File: src/rtl/alu_unit.sv
// Registered N-bit unsigned calculator ALU.
// Every operation is computed in parallel; result picks one per cycle.
module alu_unit #(
  parameter int N = 4
) (
  input  logic           clk,
  input  logic           rst,
  input  logic [N-1:0]   a,
  input  logic [N-1:0]   b,
  input  logic [2:0]     op,
  input  logic           op_sum,
  input  logic           op_subt,
  output logic [N-1:0]   result,
  output logic [N-1:0]   sumResult,
  output logic [N-1:0]   subResult,
  output logic [N-1:0]   diviResult,
  output logic [N-1:0]   moduResult,
  output logic [N-1:0]   andResult,
  output logic [N-1:0]   orResult,
  output logic [2*N-1:0] multiResult,
  output logic           carryingSum,
  output logic           carryingSub
);

  logic [N:0]     sum_full;
  logic [N:0]     sub_full;
  logic [2*N-1:0] prod;
  logic [N-1:0]   quo;
  logic [N:0]     rem;
  logic [2:0]     code;
  logic [N-1:0]   sel;

  assign sum_full = {1'b0, a} + {1'b0, b};
  assign sub_full = {1'b0, a} - {1'b0, b};
  assign prod     = {{N{1'b0}}, a} * {{N{1'b0}}, b};
  assign code     = ~op;

  // Restoring divider; b=0 naturally yields all-ones quotient, remainder a.
  always_comb begin
    rem = '0;
    quo = '0;
    for (int i = N - 1; i >= 0; i--) begin
      rem = {rem[N-1:0], a[i]};
      if (rem >= {1'b0, b}) begin
        rem    = rem - {1'b0, b};
        quo[i] = 1'b1;
      end
    end
  end

  always_comb begin
    sel = sum_full[N-1:0];
    if (op_sum) begin
      sel = sum_full[N-1:0];
    end else if (op_subt) begin
      sel = sub_full[N-1:0];
    end else begin
      unique case (code)
        3'd0:    sel = sum_full[N-1:0];
        3'd1:    sel = sub_full[N-1:0];
        3'd2:    sel = prod[N-1:0];
        3'd3:    sel = quo;
        3'd4:    sel = rem[N-1:0];
        3'd5:    sel = a & b;
        3'd6:    sel = a | b;
        default: sel = a ^ b;
      endcase
    end
  end

  always_ff @(posedge clk) begin
    if (rst) begin
      result      <= '0;
      sumResult   <= '0;
      subResult   <= '0;
      diviResult  <= '0;
      moduResult  <= '0;
      andResult   <= '0;
      orResult    <= '0;
      multiResult <= '0;
      carryingSum <= 1'b0;
      carryingSub <= 1'b0;
    end else begin
      result      <= sel;
      sumResult   <= sum_full[N-1:0];
      subResult   <= sub_full[N-1:0];
      diviResult  <= quo;
      moduResult  <= rem[N-1:0];
      andResult   <= a & b;
      orResult    <= a | b;
      multiResult <= prod;
      carryingSum <= sum_full[N];
      carryingSub <= sub_full[N];
    end
  end

endmodule

File: config.mk
export PLATFORM = sky130hd
export DESIGN_NAME = alu_unit
export DESIGN_NICKNAME = d
export VERILOG_FILES = /design/src/rtl/alu_unit.sv
export SDC_FILE = /design/constraint.sdc
export NUM_CORES = 1
export LEC_CHECK = 0
export BUFFER_PORTS_ARGS = -buffer_cell sky130_fd_sc_hd__buf_4
export CAP_MARGIN = 20
export CORE_ASPECT_RATIO = 1.2
export CORE_MARGIN = 4
export CORE_UTILIZATION = 56
export CTS_CLUSTER_SIZE = 28
export DETAILED_ROUTE_END_ITERATION = 8
export PLACE_DENSITY_LB_ADDON = 0.12
export SYNTH_ARGS = -nofsm -noshare
export SYNTH_HDL_FRONTEND = slang
export SYNTH_SLANG_ARGS = --single-unit
File: constraint.sdc
create_clock -name clk -period 8.9 [get_ports clk]
set_clock_uncertainty 0.1 [all_clocks]
set_input_delay 2.225 -clock clk [delete_from_list [all_inputs] [get_ports clk]]
set_output_delay 2.225 -clock clk [all_outputs]
set_load 0.02 [all_outputs]
Word-level counts from Yosys, hierarchy flattened
Cells that the tools add are included.
{ "classes": {"addsub": 6, "mul": 1, "n_lt_le_gt_ge": 4, "eq_ne": 6, "n_mux": 11, "bitwise": 4, "n_reduce_logical": 1} }
{ "op_table": {"columns": ["cell", "count"], "rows": [
  ["4-bit one-hot mux with 7 select lines", 1],
  ["4-bit 2-to-1 mux", 6],
  ["5-bit by 4-bit greater-or-equal comparator with 1-bit output", 3],
  ["4-bit subtractor", 3],
  ["3-bit equality test, second input constant", 3],
  ["4-bit by 4-bit multiplier with 8-bit output", 1],
  ["3-bit by 2-bit equality test with 1-bit output, second input constant", 2],
  ["4-bit by 4-bit adder with 5-bit output", 1],
  ["4-bit by 4-bit subtractor with 5-bit output", 1],
  ["4-bit AND", 1],
  ["1-bit by 4-bit greater-or-equal comparator with 1-bit output", 1],
  ["1-bit 2-to-1 mux", 4],
  ["4-bit bitwise OR", 1],
  ["1-bit by 4-bit subtractor with 4-bit output", 1],
  ["4-bit bitwise XOR", 1],
  ["3-bit by 1-bit equality test with 1-bit output, second input constant", 1],
  ["3-bit zero test", 1],
  ["3-bit NOT", 1]
]} }
{ "word_totals": {"regBits": 38, "out_inout_bits": 38} }

Logic depth before layout (Yosys ltp)
Gate-level depths: netlist of run 1.
{ "depth": {"depth_word": 11, "mapped_depth": 32, "mapped_depth_nobuf": 31} }

Worst setup path before layout of run 1
OpenSTA, ideal clock, no wires.
{ "synth_timing": {"path_kind": "in2reg", "start": "input port a[3]", "end": "register result[0]", "arrival_ns": 7.435, "t_required_ns": 8.686, "setup_slack_ns": 1.251, "path_stages": 31, "cell_sequence": "inv_1 > ha_1 > inv_1 > ha_1 > inv_1 > nand2_1 > a31o_2 > inv_1 > ha_1 > nor2_1 > a211o_2 > a21o_2 > nand3_1 > mux2_2 > inv_1 > ha_1 > a211oi_1 > o21bai_1 > a211o_1 > or2_1 > buf_6 > mux2i_1 > ha_1 > a21oi_1 > nand2_1 > o21bai_1 > a21oi_1 > nand2b_1 > mux2i_4 > o31ai_1 > a21o_1"} }
{ "synth_between": {"elab_chain_cells": 11, "word_cells_on_any_way": 15} }
{ "synth_rtl": {"columns": ["item", "line_no", "rtl"], "rows": [
  ["start: declaration", "8", "input logic [N-1:0] a,"],
  ["1-bit by 4-bit subtractor with 4-bit output or 1-bit by 4-bit greater-or-equal comparator with 1-bit output (tied branches)", "45, 44", null],
  ["4-bit 2-to-1 mux (*)", "44", "if (rem >= {1'b0, b}) begin"],
  ["4-bit subtractor or 5-bit by 4-bit greater-or-equal comparator with 1-bit output (tied branches)", "45, 44", null],
  ["4-bit 2-to-1 mux (*)", "44", null],
  ["4-bit subtractor or 5-bit by 4-bit greater-or-equal comparator with 1-bit output (tied branches)", "45, 44", null],
  ["4-bit 2-to-1 mux (*)", "44", null],
  ["5-bit by 4-bit greater-or-equal comparator with 1-bit output (*)", "44", null],
  ["4-bit 2-to-1 mux or 1-bit 2-to-1 mux (tied branches)", "44", null],
  ["4-bit one-hot mux with 7 select lines (*)", "58", "unique case (code)"],
  ["4-bit 2-to-1 mux (*)", "55", "end else if (op_subt) begin"],
  ["4-bit 2-to-1 mux (*)", "53", "if (op_sum) begin"],
  ["end signal: assignment", "84", "result <= sel;"],
  ["end: declaration", "13", "output logic [N-1:0] result,"]
]} }
Every way passes the cells marked *; elsewhere a longest branch is shown, timed or not.
A chain may end at the register's enable or synchronous reset.

Worst setup path in the final report of run 1
{ "layout_timing": {"start": "input port a[3]", "end": "register moduResult[2]"} }
{ "layout_between": {"elab_chain_cells": 8, "word_cells_on_any_way": 12} }
{ "layout_rtl": {"columns": ["item", "line_no", "rtl"], "rows": [
  ["1-bit by 4-bit subtractor with 4-bit output or 1-bit by 4-bit greater-or-equal comparator with 1-bit output (tied branches)", "45, 44", null],
  ["4-bit 2-to-1 mux (*)", "44", null],
  ["4-bit subtractor or 5-bit by 4-bit greater-or-equal comparator with 1-bit output (tied branches)", "45, 44", null],
  ["4-bit 2-to-1 mux (*)", "44", null],
  ["5-bit by 4-bit greater-or-equal comparator with 1-bit output or 4-bit subtractor (tied branches)", "44, 45", null],
  ["4-bit 2-to-1 mux (*)", "44", null],
  ["4-bit subtractor or 5-bit by 4-bit greater-or-equal comparator with 1-bit output (tied branches)", "45, 44", null],
  ["4-bit 2-to-1 mux (*)", "44", null],
  ["end signal: assignment", "88", "moduResult <= rem[N-1:0];"],
  ["end: declaration", "17", "output logic [N-1:0] moduResult,"]
]} }
Marks and branches as above.

==> flow_summary.ini, run 1 <==
[critical_path]
crit_end = moduResult[2]$_SDFF_PP0_
worst_setup_path_end_kind = register
cpPeakStageDelay_ns = 0.40
critPathArrivalTime_ns = 8.27
crit_type = in2reg
cp-start-kind = primary input
crit_path_max_fanout = 10
crit_slowest_cell = mux2_2
startpoint = a[3]
cp_data_required_time_ns = 8.97

[power_and_ir_drop]
p_total_w = 0.0005746
power_density_mw_per_mm2 = 176.1
ir_drop_mv = 0.1029
p_int_w = 0.0003526
p_leak_nw = 1.648
swShare = 0.3863
clock_power_share = 0.202
p_sw_w = 0.0002219
p_comb_frac = 0.469
seqPwrFrac = 0.330

[synth]
synth_area_leaders = dfxtp_1, ha_1, fa_1
yosys_most_used_dff = dfxtp_1
syn_area_per_cell_um2 = 8.622
synth_cell_types = 57
syn-num-nets = 384
synth_warnings = 0
synthCells = 321
synth_edf_count = 0
synth_area_leader_cell = dfxtp_1
synth_top_area_frac = 0.2604
synth-seq-area-share = 0.2604
syn_area_mm2 = 0.002768
ys_seq_elements = 36
async_flop_share = 0

[floorplan]
die_area_mm2 = 0.006136
start_util = 0.5894
dieWidth_um = 72.18
core_mm2 = 0.004696
num_rows = 27
die_h_um = 85.01
io_pins = 53

[layout]
utilization = 0.6946
final_common_cell = buf_4
drive_gt1_frac = 0.2060
nNetsFinal = 431
final_cell_mix = buf_4, nor2_1, ha_1
n_antenna_cell = 0
synthToLayoutAreaGrowth_pct = 17.86

[detailed_routing]
drcViolationCount = 0
num_vias = 2451
wirelength_mm = 6.780
drtIter0Drc = 202
drt_pass1_iterations = 4
postRouteAntennaNets = 0
wire_per_inst_um = 15.88
viasPerCell = 5.740

[clocking]
path_clk_slew_ns = 0.07
cts_tree = yes
post_cts_buffers = 0
ctsResizeCount = 0
clockRootBuffer = clkbuf_8
cts_sinks = 36
cts_buffer_depth = 2
cts_hold_buf = 0
htreeDepth = 2
cts_inserted_buffers = 5

[global_route]
grt_use_total = 0.2390
overflow = 0
grt_max_degree = 34
grt_pass1_wl_mm = 11.67
antenna_found_initial = 0
grt_pass1_vias = 2531

[sta]
hold_viol = 0
max_freq_mhz = 121.9
fin_crit_sh = 0.9215
slew_viol_final = 0
setup_viol = 0
tns_ns = 0
period_minus_slack_ns = 8.202
grt_setup_unrepaired = no
fin_hold_ws_ns = 2.122
max_slew_margin = 0.5363
setup_slack_ns = 0.6982
worstMarginPinSlew_ns = 0.6780

[place]
hpwl_mm = 5.334
portBuffers = 52
gp_congestion = 0.9060
place_ws_ns = 0.4403

[job]
drv_cap = 0

[worst_hold_path]
min_path_type = in2reg

[run_status]
outcome = finished, final reports clean
[flip-flops by register name, summed over array words and instances (netlist names)]
register     count
orResult         4
carryingSub      1
multiResult      7
subResult        3
andResult        4
carryingSum      1
sumResult        4
diviResult       4
result           4
moduResult       4
[worst min-delay path by stage]
stage / startpoint / to / slack, ns / cells past startpoint
floorplan: a[0] / moduResult[0]$_SDFF_PP0_ / 2.27 / 2
global placement: a[0] / moduResult[0]$_SDFF_PP0_ / 2.41 / 3
detailed placement: a[0] / moduResult[0]$_SDFF_PP0_ / 2.42 / 3
CTS: a[0] / moduResult[0]$_SDFF_PP0_ / 2.12 / 3
global route: a[0] / moduResult[0]$_SDFF_PP0_ / 2.17 / 3
finish: a[0] / moduResult[0]$_SDFF_PP0_ / 2.12 / 3
[per-layer routing]
layer	wire (µm)	share of wire	up-vias	global-route usage
li1	-	-	1201	-
met1	2819	0.42	1144	0.2825
met2	3332	0.49	86	0.4167
met3	414	0.061	20	0.03318
met4	213	0.031	0	0.1145
met5	0	0	-	0
[worst max-delay path: cells and delay by family]
family | cells | cell delay (ns)
buffers and inverters | 6 | 0.52
AO/OA/AOI/OAI | 9 | 1.93
adder cells (fa/ha/maj) | 5 | 1.23
AND/OR/NAND/NOR | 7 | 1.00
multiplexers | 4 | 1.33
[power groups by stage]
stage	combinational (W)	clock, W	sequential (W)
5_1_grt	0.000297	0.000127	0.000192
3_5_place_dp	0.000267	0	0.000193
2_1_floorplan	0.000161	0	0.000222
6_report	0.000269	0.000116	0.000189
3_3_place_gp	0.000263	0	0.000193
4_1_cts	0.000269	0.000119	0.000190
[synthesized netlist by cell type (2+ instances only)]
cell	count
a2bb2oi_1	2
nor2_1	46
o211ai_1	3
xor2_1	6
mux2_2	2
nor3_1	3
nand2_1	18
o2111ai_1	2
o21ai_0	10
ha_1	39
xnor2_1	6
dfxtp_1	36
nor2b_1	8
a21o_1	7
or3_1	3
a221oi_1	2
o21bai_1	3
a211oi_1	2
nand3_1	5
inv_1	30
mux2i_1	8
buf_4	2
and3_1	3
a21oi_1	20
fa_1	9
clkbuf_1	10
a31oi_1	2
and3_2	2
nand4_1	2
nand2b_1	3
[stage by stage]
step	std cells	cell area [µm²]
global placement	419	3174
detailed placement	419	3174
floorplan	321	2768
finish	427	3262
global route	427	3262
CTS	427	3262
[layout make-up]
| cell class | count | area [µm²] |
|---|---|---|
| tap | 58 | 72.57 |
| clock inverter | 3 | 18.77 |
| inverter | 30 | 112.6 |
| timing repair buffer | 53 | 397.9 |
| multi-input combinational | 242 | 1871 |
| fill | 406 | 1434 |
| clock buffer | 5 | 68.82 |
| sequential | 36 | 720.7 |
[kinds of logic (layout without fill, tap and decap cells)]
kind of cell,count (synthesis),in the layout,share of synthesized area
and+or+nand+nor,101,101,0.1732
AOI/OAI and AO/OA,70,70,0.1781
adders and majority gates,48,48,0.2414
buffers and inverters,43,91,0.06374
DFF,36,36,0.2604
xor gates and xnor gates,12,12,0.03797
muxes,11,11,0.04521
(Power assumes the default switching activity.)
==> inputs of run 2 (changes only) <==
--- a/config.mk
+++ b/config.mk
@@ -7,9 +7,11 @@
 export LEC_CHECK = 0
 export BUFFER_PORTS_ARGS = -buffer_cell sky130_fd_sc_hd__buf_4
 export CAP_MARGIN = 20
+export CELL_PAD_IN_SITES_DETAIL_PLACEMENT = 0
+export CELL_PAD_IN_SITES_GLOBAL_PLACEMENT = 1
 export CORE_ASPECT_RATIO = 1.2
 export CORE_MARGIN = 4
-export CORE_UTILIZATION = 56
+export CORE_UTILIZATION = 30
 export CTS_CLUSTER_SIZE = 28
 export DETAILED_ROUTE_END_ITERATION = 8
 export PLACE_DENSITY_LB_ADDON = 0.12
==> run 2 against run 1 <==
- total power rose by 4.6%
- combinational power barely moved
- fmax is essentially flat
- wire length is 12% higher
- critical path depth stayed put
- first-iteration DRC count shrank 48%
- worst hold slack improved by 0.0083 ns
- final cell count increased by 15%
- largest cell class unchanged
- non-clock buffer count unchanged
==> flow_summary.ini, run 2 (synthesis gave the netlist of run 1 again) <==
[run_status]
outcome = finished, final reports clean

[place]
gp_congestion = 0.8434
place_inst = 481
hpwl_mm = 5.970
portBuffers = 52

[sta]
grt_setup_unrepaired = no
tns_ns = 0
max_freq_mhz = 122.0
slew_viol_final = 0
setup_viol = 0
hold_viol = 0
fin_crit_sh = 0.9209
worstMarginPinSlew_ns = 0.8539
max_slew_margin = 0.4160
period_minus_slack_ns = 8.196

[layout]
top_register = multiResult
synthToLayoutAreaGrowth_pct = 21.38
fin_cells = 489
final_common_cell = buf_4
final_cell_mix = buf_4, nor2_1, ha_1
drive_gt1_frac = 0.2033
nNetsFinal = 431
largest_register_ffs = 7
n_antenna_cell = 0

[detailed_routing]
drtIter0Drc = 106
postRouteAntennaNets = 0
viasPerCell = 4.863
wirelength_mm = 7.566
num_vias = 2378
wire_per_inst_um = 15.47
drcViolationCount = 0
drt_pass1_iterations = 4

[critical_path]
crit_slowest_cell = mux2_2
crit_path_max_fanout = 10
crit_end = moduResult[2]$_SDFF_PP0_
critPathArrivalTime_ns = 8.27
cp-start-kind = primary input
cpPeakStageDelay_ns = 0.40
crit_type = in2reg
worst_setup_path_end_kind = register
cp_data_required_time_ns = 8.97
startpoint = a[3]

[job]
drv_cap = 0

[global_route]
grt_pass1_vias = 2412
grt_use_total = 0.1480
antenna_found_initial = 0
grt_max_degree = 34
overflow = 0
grt_pass1_wl_mm = 12.25

[clocking]
cts_tree = yes
post_cts_buffers = 0
clockRootBuffer = clkbuf_8
cts_sinks = 36
ctsResizeCount = 0
htreeDepth = 2
path_clk_slew_ns = 0.07
cts_buffer_depth = 2
cts_inserted_buffers = 5
cts_hold_buf = 0

[power_and_ir_drop]
ir_drop_mv = 0.05103
power_density_mw_per_mm2 = 178.9
p_leak_nw = 1.655

[worst_hold_path]
min_from = a[0]
min_path_type = in2reg
hold-path-cell-count = 3

[floorplan]
num_rows = 38
dieWidth_um = 95.68
die_area_mm2 = 0.01083
io_pins = 53
core_mm2 = 0.009034
start_util = 0.3064
die_h_um = 113.2
-- run 2: through the flow --
step                area, µm²  total power [W]  setup slack [ns]  hold WS [ns]    util
global route             3359        0.0006459            0.1669         2.179  0.3719
floorplan                2768        0.0003827             1.251         2.272       -
finish                   3359        0.0006010            0.7038         2.131  0.3719
detailed placement       3252        0.0004642            0.3715         2.448  0.3600
CTS                      3359        0.0006122            0.6765         2.138  0.3719
global placement         3252        0.0004662            0.5585         2.419  0.3600
-- run 2: area by class of cell --
type | count | area (µm²)
inverter | 30 | 112.6
clock buffer | 6 | 72.57
sequential | 36 | 720.7
tap | 120 | 150.1
multi-input combinational | 242 | 1871
clock inverter | 2 | 35.03
timing repair buffer | 53 | 397.9
fill | 976 | 5674
-- run 2: worst min path at each step --
stage | end | slack, ns
2_1_floorplan | moduResult[0]$_SDFF_PP0_ | 2.27
3_3_place_gp | moduResult[0]$_SDFF_PP0_ | 2.42
3_5_place_dp | moduResult[0]$_SDFF_PP0_ | 2.45
4_1_cts | moduResult[0]$_SDFF_PP0_ | 2.14
5_1_grt | moduResult[0]$_SDFF_PP0_ | 2.18
6_report | moduResult[0]$_SDFF_PP0_ | 2.13
-- run 2: report_power, final --
part           leakage, nW  switching [W]  internal, W
clock network       0.0552      0.0000595    0.0000831
logic                 1.30       0.000155     0.000115
registers            0.299     0.00000555     0.000184
-- run 2: worst max-delay path: cells and delay by family --
family,cells,cell delay [ns]
and+or+nand+nor,7,0.99
AOI/OAI and AO/OA,9,1.94
buffers and inverters,6,0.52
adders and majority gates,5,1.24
muxes,4,1.33
-- run 2: layer usage --
layer / vias up / GRT usage / part of all wire
li1: 1201 / - / -
met1: 1109 / 0.1867 / 0.46
met2: 56 / 0.2430 / 0.47
met3: 12 / 0.02726 / 0.045
met4: 0 / 0.06452 / 0.027
met5: - / 0 / 0
